**src/rtl/uart_cmd_parser.sv**
```systemverilog
// uart_cmd_parser
// Framed command parser between the UART receiver and transmitter. It decodes
// read/write frames (A5, CMD, ADDR, DATA for writes) against a small register
// file, mirrors register 0 onto the LED bank, and returns ACK/NAK/data bytes
// to the transmitter with a spacing that tolerates its busy-flag latency.
//
// Build option: define UART_CMD_CHKSUM_EN to require a trailing XOR checksum
// byte on every CMD/ADDR frame.
//
// Parameters:
//   DATA_WIDTH  byte width (framing constants assume 8)
//   ADDR_WIDTH  register file holds 2**ADDR_WIDTH bytes
//   TIMEOUT     clk_i cycles allowed between bytes of one frame
// Ports:
//   clk_i      sole clock (UART tx clock)
//   rst_i      synchronous active-low reset
//   rx_i       received byte, valid with rx_i_v
//   rx_i_v     one-cycle strobe per received byte
//   tx_busy_i  transmitter busy
//   tx_o       reply byte, held until the next strobe
//   tx_o_v     one-cycle strobe handing tx_o to the transmitter
//   led_o      register 0 contents
//   err_o      one-cycle pulse on frame error, timeout or overrun
module uart_cmd_parser #(
   parameter int DATA_WIDTH = 8,
   parameter int ADDR_WIDTH = 3,
   parameter int TIMEOUT    = 1000
) (
   input  logic                  clk_i,
   input  logic                  rst_i,
   input  logic [DATA_WIDTH-1:0] rx_i,
   input  logic                  rx_i_v,
   input  logic                  tx_busy_i,
   output logic [DATA_WIDTH-1:0] tx_o,
   output logic                  tx_o_v,
   output logic [DATA_WIDTH-1:0] led_o,
   output logic                  err_o
);

   localparam int TIMER_W = $clog2(TIMEOUT + 1);
   localparam logic [DATA_WIDTH-1:0] SYNC_BYTE = 8'hA5;
   localparam logic [DATA_WIDTH-1:0] CMD_WRITE = 8'h57;
   localparam logic [DATA_WIDTH-1:0] CMD_READ  = 8'h52;
   localparam logic [DATA_WIDTH-1:0] ACK_BYTE  = 8'h06;
   localparam logic [DATA_WIDTH-1:0] NAK_BYTE  = 8'h15;

   typedef enum logic [2:0] {
      S_IDLE, S_CMD, S_ADDR, S_DATA, S_CHK, S_EXEC, S_REPLY0, S_REPLY1
   } state_t;

`ifdef UART_CMD_CHKSUM_EN
   localparam state_t FIELDS_DONE = S_CHK;
`else
   localparam state_t FIELDS_DONE = S_EXEC;
`endif

   state_t                  state;
   logic                    is_write;
   logic                    nak;
   logic [ADDR_WIDTH-1:0]   addr;
   logic [DATA_WIDTH-1:0]   data;
   logic [DATA_WIDTH-1:0]   read_data;
   logic [DATA_WIDTH-1:0]   regs [0:(1<<ADDR_WIDTH)-1];
   logic [TIMER_W-1:0]      timer;
   logic                    tx_v_d1;
`ifdef UART_CMD_CHKSUM_EN
   logic [DATA_WIDTH-1:0]   chk;
`endif

   logic in_frame;
   logic expired;
   logic can_send;

   // Inter-byte timer only runs while a frame is partially received. A strobe
   // is allowed only if neither of the previous two cycles carried one, giving
   // the transmitter time to raise its busy flag.
   assign in_frame = (state == S_CMD) || (state == S_ADDR) ||
                     (state == S_DATA) || (state == S_CHK);
   assign expired  = in_frame && (timer == TIMER_W'(TIMEOUT - 1));
   assign can_send = !tx_busy_i && !tx_o_v && !tx_v_d1;

   // Frame decoder, register file and reply sequencer in one registered FSM.
   // Every output is registered; tx_o_v and err_o default low so they pulse.
   always_ff @(posedge clk_i) begin
      if (!rst_i) begin
         state     <= S_IDLE;
         is_write  <= 1'b0;
         nak       <= 1'b0;
         addr      <= '0;
         data      <= '0;
         read_data <= '0;
         timer     <= '0;
         tx_v_d1   <= 1'b0;
         tx_o      <= '0;
         tx_o_v    <= 1'b0;
         led_o     <= '0;
         err_o     <= 1'b0;
`ifdef UART_CMD_CHKSUM_EN
         chk       <= '0;
`endif
         for (int i = 0; i < (1 << ADDR_WIDTH); i++) regs[i] <= '0;
      end else begin
         tx_o_v  <= 1'b0;
         err_o   <= 1'b0;
         tx_v_d1 <= tx_o_v;
         // Expiry beats a byte arriving on the same edge; that byte is lost.
         if (expired) begin
            state <= S_IDLE;
            timer <= '0;
            err_o <= 1'b1;
         end else begin
            if (in_frame) timer <= rx_i_v ? '0 : timer + TIMER_W'(1);
            case (state)
               S_IDLE: begin
                  if (rx_i_v && rx_i == SYNC_BYTE) begin
                     state <= S_CMD;
                     timer <= '0;
                     nak   <= 1'b0;
`ifdef UART_CMD_CHKSUM_EN
                     chk   <= '0;
`endif
                  end
               end
               S_CMD: begin
                  if (rx_i_v) begin
`ifdef UART_CMD_CHKSUM_EN
                     chk <= chk ^ rx_i;
`endif
                     if (rx_i == CMD_WRITE || rx_i == CMD_READ) begin
                        is_write <= (rx_i == CMD_WRITE);
                        state    <= S_ADDR;
                     end else begin
                        // Unknown command: skip the rest and answer NAK.
                        nak   <= 1'b1;
                        state <= S_EXEC;
                     end
                  end
               end
               S_ADDR: begin
                  if (rx_i_v) begin
`ifdef UART_CMD_CHKSUM_EN
                     chk <= chk ^ rx_i;
`endif
                     addr <= rx_i[ADDR_WIDTH-1:0];
                     // Out-of-range address still consumes the full frame so
                     // the parser stays aligned, but it will be NAKed.
                     if (rx_i[DATA_WIDTH-1:ADDR_WIDTH] != '0) nak <= 1'b1;
                     state <= is_write ? S_DATA : FIELDS_DONE;
                  end
               end
               S_DATA: begin
                  if (rx_i_v) begin
`ifdef UART_CMD_CHKSUM_EN
                     chk <= chk ^ rx_i;
`endif
                     data  <= rx_i;
                     state <= FIELDS_DONE;
                  end
               end
`ifdef UART_CMD_CHKSUM_EN
               S_CHK: begin
                  if (rx_i_v) begin
                     if (rx_i != chk) nak <= 1'b1;
                     state <= S_EXEC;
                  end
               end
`endif
               S_EXEC: begin
                  if (rx_i_v) err_o <= 1'b1;
                  if (nak) begin
                     err_o <= 1'b1;
                  end else if (is_write) begin
                     regs[addr] <= data;
                     if (addr == '0) led_o <= data;
                  end else begin
                     read_data <= regs[addr];
                  end
                  state <= S_REPLY0;
               end
               S_REPLY0: begin
                  if (rx_i_v) err_o <= 1'b1;
                  if (can_send) begin
                     tx_o   <= nak ? NAK_BYTE : ACK_BYTE;
                     tx_o_v <= 1'b1;
                     state  <= (!nak && !is_write) ? S_REPLY1 : S_IDLE;
                  end
               end
               S_REPLY1: begin
                  if (rx_i_v) err_o <= 1'b1;
                  if (can_send) begin
                     tx_o   <= read_data;
                     tx_o_v <= 1'b1;
                     state  <= S_IDLE;
                  end
               end
               default: state <= S_IDLE;
            endcase
         end
      end
   end

endmodule

```
**config.mk**
```make
export PLATFORM = sky130hd
export DESIGN_NAME = uart_cmd_parser
export DESIGN_NICKNAME = d
export VERILOG_FILES = /design/src/rtl/uart_cmd_parser.sv
export SDC_FILE = /design/constraint.sdc
export NUM_CORES = 1
export LEC_CHECK = 0
export ABC_CLOCK_PERIOD_IN_PS = 2300
export CORE_ASPECT_RATIO = 1.1
export CORE_MARGIN = 2
export CORE_UTILIZATION = 54
export DETAILED_ROUTE_END_ITERATION = 6
export PLACE_DENSITY = 0.86
export SLEW_MARGIN = 20
export SYNTH_ARGS = -nofsm -noshare
export SYNTH_HDL_FRONTEND = slang
export SYNTH_SLANG_ARGS = --single-unit
```
**constraint.sdc**
```tcl
create_clock -name clk_i -period 2.3 [get_ports clk_i]
set_input_delay 0.575 -clock clk_i [delete_from_list [all_inputs] [get_ports clk_i]]
set_output_delay 0.575 -clock clk_i [all_outputs]
set_load 0.01 [all_outputs]
```
# After elaboration in Yosys (flattened, before gate mapping)
# Memories as Yosys holds them, arrays and structs flattened. A register that Yosys moved wholly into a read port is not among the register bits.
# Cells that the tools add are included.
dict set report totals {
  output_inout_bits 18
  register_bits 45
  inputBits 12
  mem_bits_rw 64
  word_cells 108
  memories 1
}
dict set report op_classes {
  n_bitwise 5
  n_eq_ne 19
  mux 39
  reduce_logical 32
  addsub 1
}
# memory depth word_bits rd rd_clocked_by_memory_dff wr line
set mem_list {}
lappend mem_list {regs 8 8 1 1 8 63} ;# logic [DATA_WIDTH-1:0] regs [0:(1<<ADDR_WIDTH)-1];
# cell n
set ops {}
lappend ops {{$mux W10} 4}
lappend ops {{$mux W3} 10}
lappend ops {{$mux W8} 3}
lappend ops {{$pmux W3 S7} 1}
lappend ops {{$mux W1} 17}
lappend ops {{$eq A8 B7 Y1 const B} 2}
lappend ops {{$pmux W8 S2} 1}
lappend ops {{$ne A2 B2 Y1 const B} 7}
lappend ops {{$eq A3 B3 Y1 const B} 4}
lappend ops {{$reduce_and A4 Y1} 3}
lappend ops {{$add A10 B1 Y10 const B} 1}
lappend ops {{$eq A10 B10 Y1 const B} 1}
lappend ops {{$eq A8 B8 Y1 const B} 1}
lappend ops {{$reduce_or A8 Y1} 1}
lappend ops {{$reduce_and A7 Y1} 1}
lappend ops {{$eq A3 B2 Y1 const B} 2}
lappend ops {{$logic_not A1 Y1} 6}
lappend ops {{$logic_not A3 Y1} 2}
lappend ops {{$reduce_and A3 Y1} 2}
lappend ops {{$reduce_and A6 Y1} 1}
lappend ops {{$logic_and A1 B1 Y1} 5}
lappend ops {{$mux W5} 1}
lappend ops {{$not A1 Y1} 5}
lappend ops {{$reduce_and A5 Y1} 1}
lappend ops {{other kinds (10)} 14}

# Longest topological paths before layout
dict set report depth {
  ltp_word 10
  depth_mapped 8
  ltp_nobuf 5
}

# Worst setup path after synthesis
# OpenSTA, ideal clock, no wires.
dict set report synth_path {
  kind {register to register}
  startpoint {register addr[0]}
  endpoint {memory regs[3][0] (enable)}
  stages_incl_launch_ff 6
  n_path_buf 3
  setup_ps 384
  arrival_time_ps 1923
  t_required_ps 1916
  period_less_slack_ps 2307
  setup_slack_ps -7
  cell_sequence {dfxtp_1 > buf_2 > buf_2 > clkbuf_1 > nand2_1 > o21ai_0}
}
# element line
set synth_rtl {}
lappend synth_rtl {{start, declared} 60} ;# logic [ADDR_WIDTH-1:0] addr;
lappend synth_rtl {{start signal, assigned} 144} ;# addr <= rx_i[ADDR_WIDTH-1:0];
lappend synth_rtl {{end, declared} 63}

# Worst setup path after layout
dict set report layout_path {
  startpoint {input port rx_i[1]}
  endpoint {register state[0]}
}
dict set report layout_between {
  elab_chain_cells 5
  elab_cells_between_ends 10
  classes_between {4 x eq/ne; 3 x mux; 3 x reduce/logical}
}
# element line
set layout_rtl {}
lappend layout_rtl {{start, declared} 31} ;# input logic [DATA_WIDTH-1:0] rx_i,
lappend layout_rtl {{$eq A8 B7 Y1} 129} ;# if (rx_i == CMD_WRITE || rx_i == CMD_READ) begin
lappend layout_rtl {{$logic_or A1 B1 Y1} 129}
lappend layout_rtl {{$mux W3} 129}
lappend layout_rtl {{$mux W3} 125} ;# if (rx_i_v) begin
lappend layout_rtl {{$pmux W3 S7} 113} ;# case (state)
lappend layout_rtl {{end signal, assigned} 148} ;# state <= is_write ? S_DATA : FIELDS_DONE;
lappend layout_rtl {{end signal, assigned} 185} ;# state <= (!nak && !is_write) ? S_REPLY1 : S_IDLE;
lappend layout_rtl {{end, declared} 57} ;# state_t state;
# Several ways; a longest one is shown, not always the timed one. The select of a mux whose other input is x is not followed.
# A chain may end at the register's enable or synchronous reset.

==> results.md <==
- Min setup slack post-route: 0.02347 ns
- Syn-to-layout area delta: 23.42%
- Die H: 108.0 microns
- Synth Register Bits: roughly 120
- Post-DR vias/cell: 6.003
- Largest area contributor in the netlist: edfxtp_1
- CTS sink cnt: 117
- Tot GR Track Use: 24.63%
- Residual DRC: 0
- Routed wire length: 12,620 microns
- Die area: 0.01064 sq mm
- Most frequent cells in the layout: 70 x and2_1, 64 x edfxtp_1, 53 x dfxtp_1
- Hold endpoint: read_data[5]
- Worst VDD drop: 0.0007187 V
- Vias in the first global route: approximately 4,000
- Yosys Warn Count: 0
- M1 WL: 4768 microns
- Leakage: 0.002437 uW
- Crit start category: primary input
- Fillers: 619
- CTS tree: yes
- Worst slack, placed: -0.4126 ns
- Iter 0 DRT Violations: 279
- Row count: 37
- Power per cell area: 892.1 mW/mm^2
- Highest Signal Layer: met4
- Die width: approximately 100 microns
- ANT cells: 0
- Fmax: 439.3 MHz
- Placed Area: 0.005974 sq mm
- Worst path cell trace: clkdlybuf4s50_1, or4_1, or3_4, a211oi_4, mux2i_1, a21oi_2
- Post-synth EDFFs: 64
- Critical setup path kind: primary input to register
- Worst min path class: register to register
- Most common cell after layout, fill and taps aside: and2_1
- Grt total ovfl: 0
- Tmin final: 2.277 ns
- Reg2reg setup slack: roughly 0.060 ns
- Core Footprint: 0.009444 sq mm
- First-pass GRT wire length: around 20,000 microns
- Status: complete, no violations
- Asr flop ratio synth: 0%
- Mapped Area: 0.005310 sq mm
- Sequential fraction of the synthesis area: 56.17%
- Worst Path Max Fanout: 4
- 1st-pass router iterations: 5
- Worst Path Required: 2.70 ns
- RSZ-0062 raised after global routing: true
- Max Cap Viol: 0
- Slew HR: 45.62%
- Worst-path clk slew: 0.05 ns
- Post-Syn Instances: 467
- Max Slew Vio Count: 0
- WL met3: 719 microns
- Largest net degree at the start of global routing: 22
- HP Start: read_data[5]
- Reg-to-reg critical path endpoint: regs[3][1]
- Share of the synthesized area in the top cell type: 36.19%
- Area contributors post-synth: edfxtp_1 36%, dfxtp_1 20%, and2_1 8.2%
- Worst Skew: 0.008737 ns
- Met2 Wirelength: 6696 microns
- Cell count of the worst hold path: 1
- Final ANT Viol Nets: 0
- Post-Route Utilization: 69.40%
- Final setup vio count: 0
- Placed insts: 632
- Non-Filler Instances: 664
- Net Count, Synth: 480
- Worst hold slack: 0.5009 ns
- GPL Wtd Cong: 0.8441
- I/O Buffers: 29
- Post-route design area: 0.006554 sq mm
- CP arrival: ~2.7 ns
- # IOs: 30
- Hold buffer count at CTS: 0
- Antenna violations before repair: 0
- CP max stage cell: or4_1
- Clock Latency Late Sink: 0.53 ns
- Top_reg_cell synth: edfxtp_1
- CTS root buffer: clkbuf_8
- Vias: 3,986
- Num CTS Buffers: 17
- R2R depth: 5
- Average wire per standard cell: between 15 and 20 microns
- Period utilization: 98.98%
- Post-synthesis cell type count: 50
- CP endpoint kind: register
- Slew @ Worst Pin: between 0.8 and 0.9 ns
- H-tree depth: 4
- Max incr delay on CP: between 0.5 and 0.6 ns
- Nets: about 550
- Share of cells above drive strength 1: 16.64%
- R2R Path Start: state[2]
- Hold Vio Cnt, Final: 0
- Clock buffer depth: 2
- Synthesized area per cell: 11.37 sq um
- Initial Util: between 50% and 60%
- Dpl hpwl: 8109 microns
-- worst max-delay path by stage --
stage                      end  startpoint  slack [ns]  cells after the start
floorplan           regs[7][0]     addr[0]      -0.002                      5
global placement      timer[0]     rx_i[1]       -0.33                      7
detailed placement    timer[0]     rx_i[1]       -0.41                      7
CTS                   state[0]     rx_i[1]        0.04                      6
global route        regs[6][2]    state[2]       -0.02                      5
finish                state[0]     rx_i[1]        0.02                      6
-- sequential cells by signal (all words and copies together) (netlist names) --
| register | cells |
|---|---|
| regs | 64 |
| nak | 1 |
| tx_v_d1 | 1 |
| read_data | 8 |
| data | 8 |
| is_write | 1 |
| led_o | 8 |
| tx_o_v | 1 |
| err_o | 1 |
| addr | 3 |
| tx_o | 8 |
| state | 3 |
| timer | 10 |
-- cell families after synthesis --
family          synth area share, %
simple gates                  21.37
buf+inv                       1.956
flops                         56.17
xor+xnor                      1.649
fa+ha+maj                    0.2356
mux                           9.425
compound gates                9.189
-- through the flow --
step / total power (uW) / setup TNS, ns
2_1_floorplan: 3015 / -0.01767
3_3_place_gp: 3218 / -4.266
3_5_place_dp: 3256 / -5.318
4_1_cts: 5827 / 0
5_1_grt: 6007 / -0.1575
6_report: 5847 / 0
-- timing repair --
item,in CTS,in global routing
resized for setup,0,4
endpoints found under the setup margin,0,22
setup buffers,0,0
-- Yosys cell counts (4+ instances only) --
master / n
and2_1: 70
edfxtp_1: 64
dfxtp_1: 53
nor2_1: 42
mux2i_1: 32
nor2b_1: 27
nand2_1: 19
o21ai_0: 19
a21oi_1: 13
clkbuf_1: 13
nor3_1: 11
a22oi_1: 8
buf_2: 8
mux4_2: 8
nand3_1: 8
nand2b_1: 6
xnor2_1: 6
a221oi_1: 4
nand4_1: 4
o211a_1: 4
o22ai_1: 4
xor2_1: 4
-- where the power goes --
group          switching (uW)  internal (uW)
Sequential                127           2290
Combinational             511            354
Clock                     894           1670
Total                    1530           4320
-- per-layer routing --
metal / up-vias / GRT usage, %
li1: 1826 / -
met2: 190 / 43.20
met4: 0 / 13.41
met1: 1935 / 27.56
met3: 35 / 6.270
met5: - / 0
-- critical path, delay by kind of cell --
family	cells	cell delay (ns)
AND/OR/NAND/NOR	2	0.93
AO/OA/AOI/OAI	2	0.42
buffers and inverters	1	0.42
multiplexers	1	0.33
-- cell type report --
class | count | area, sq um | share of cell area [%]
clock buffers | 22 | 442.9 | 6.758
flip-flops and latches | 117 | 2983 | 45.51
multi-input cells | 325 | 2243 | 34.23
repair buffers | 70 | 598.1 | 9.126
well taps | 117 | 146.4 | 2.234
inverters | 3 | 11.26 | 0.1718
clock inverters | 10 | 128.9 | 1.966
(Power assumes the default switching activity.)
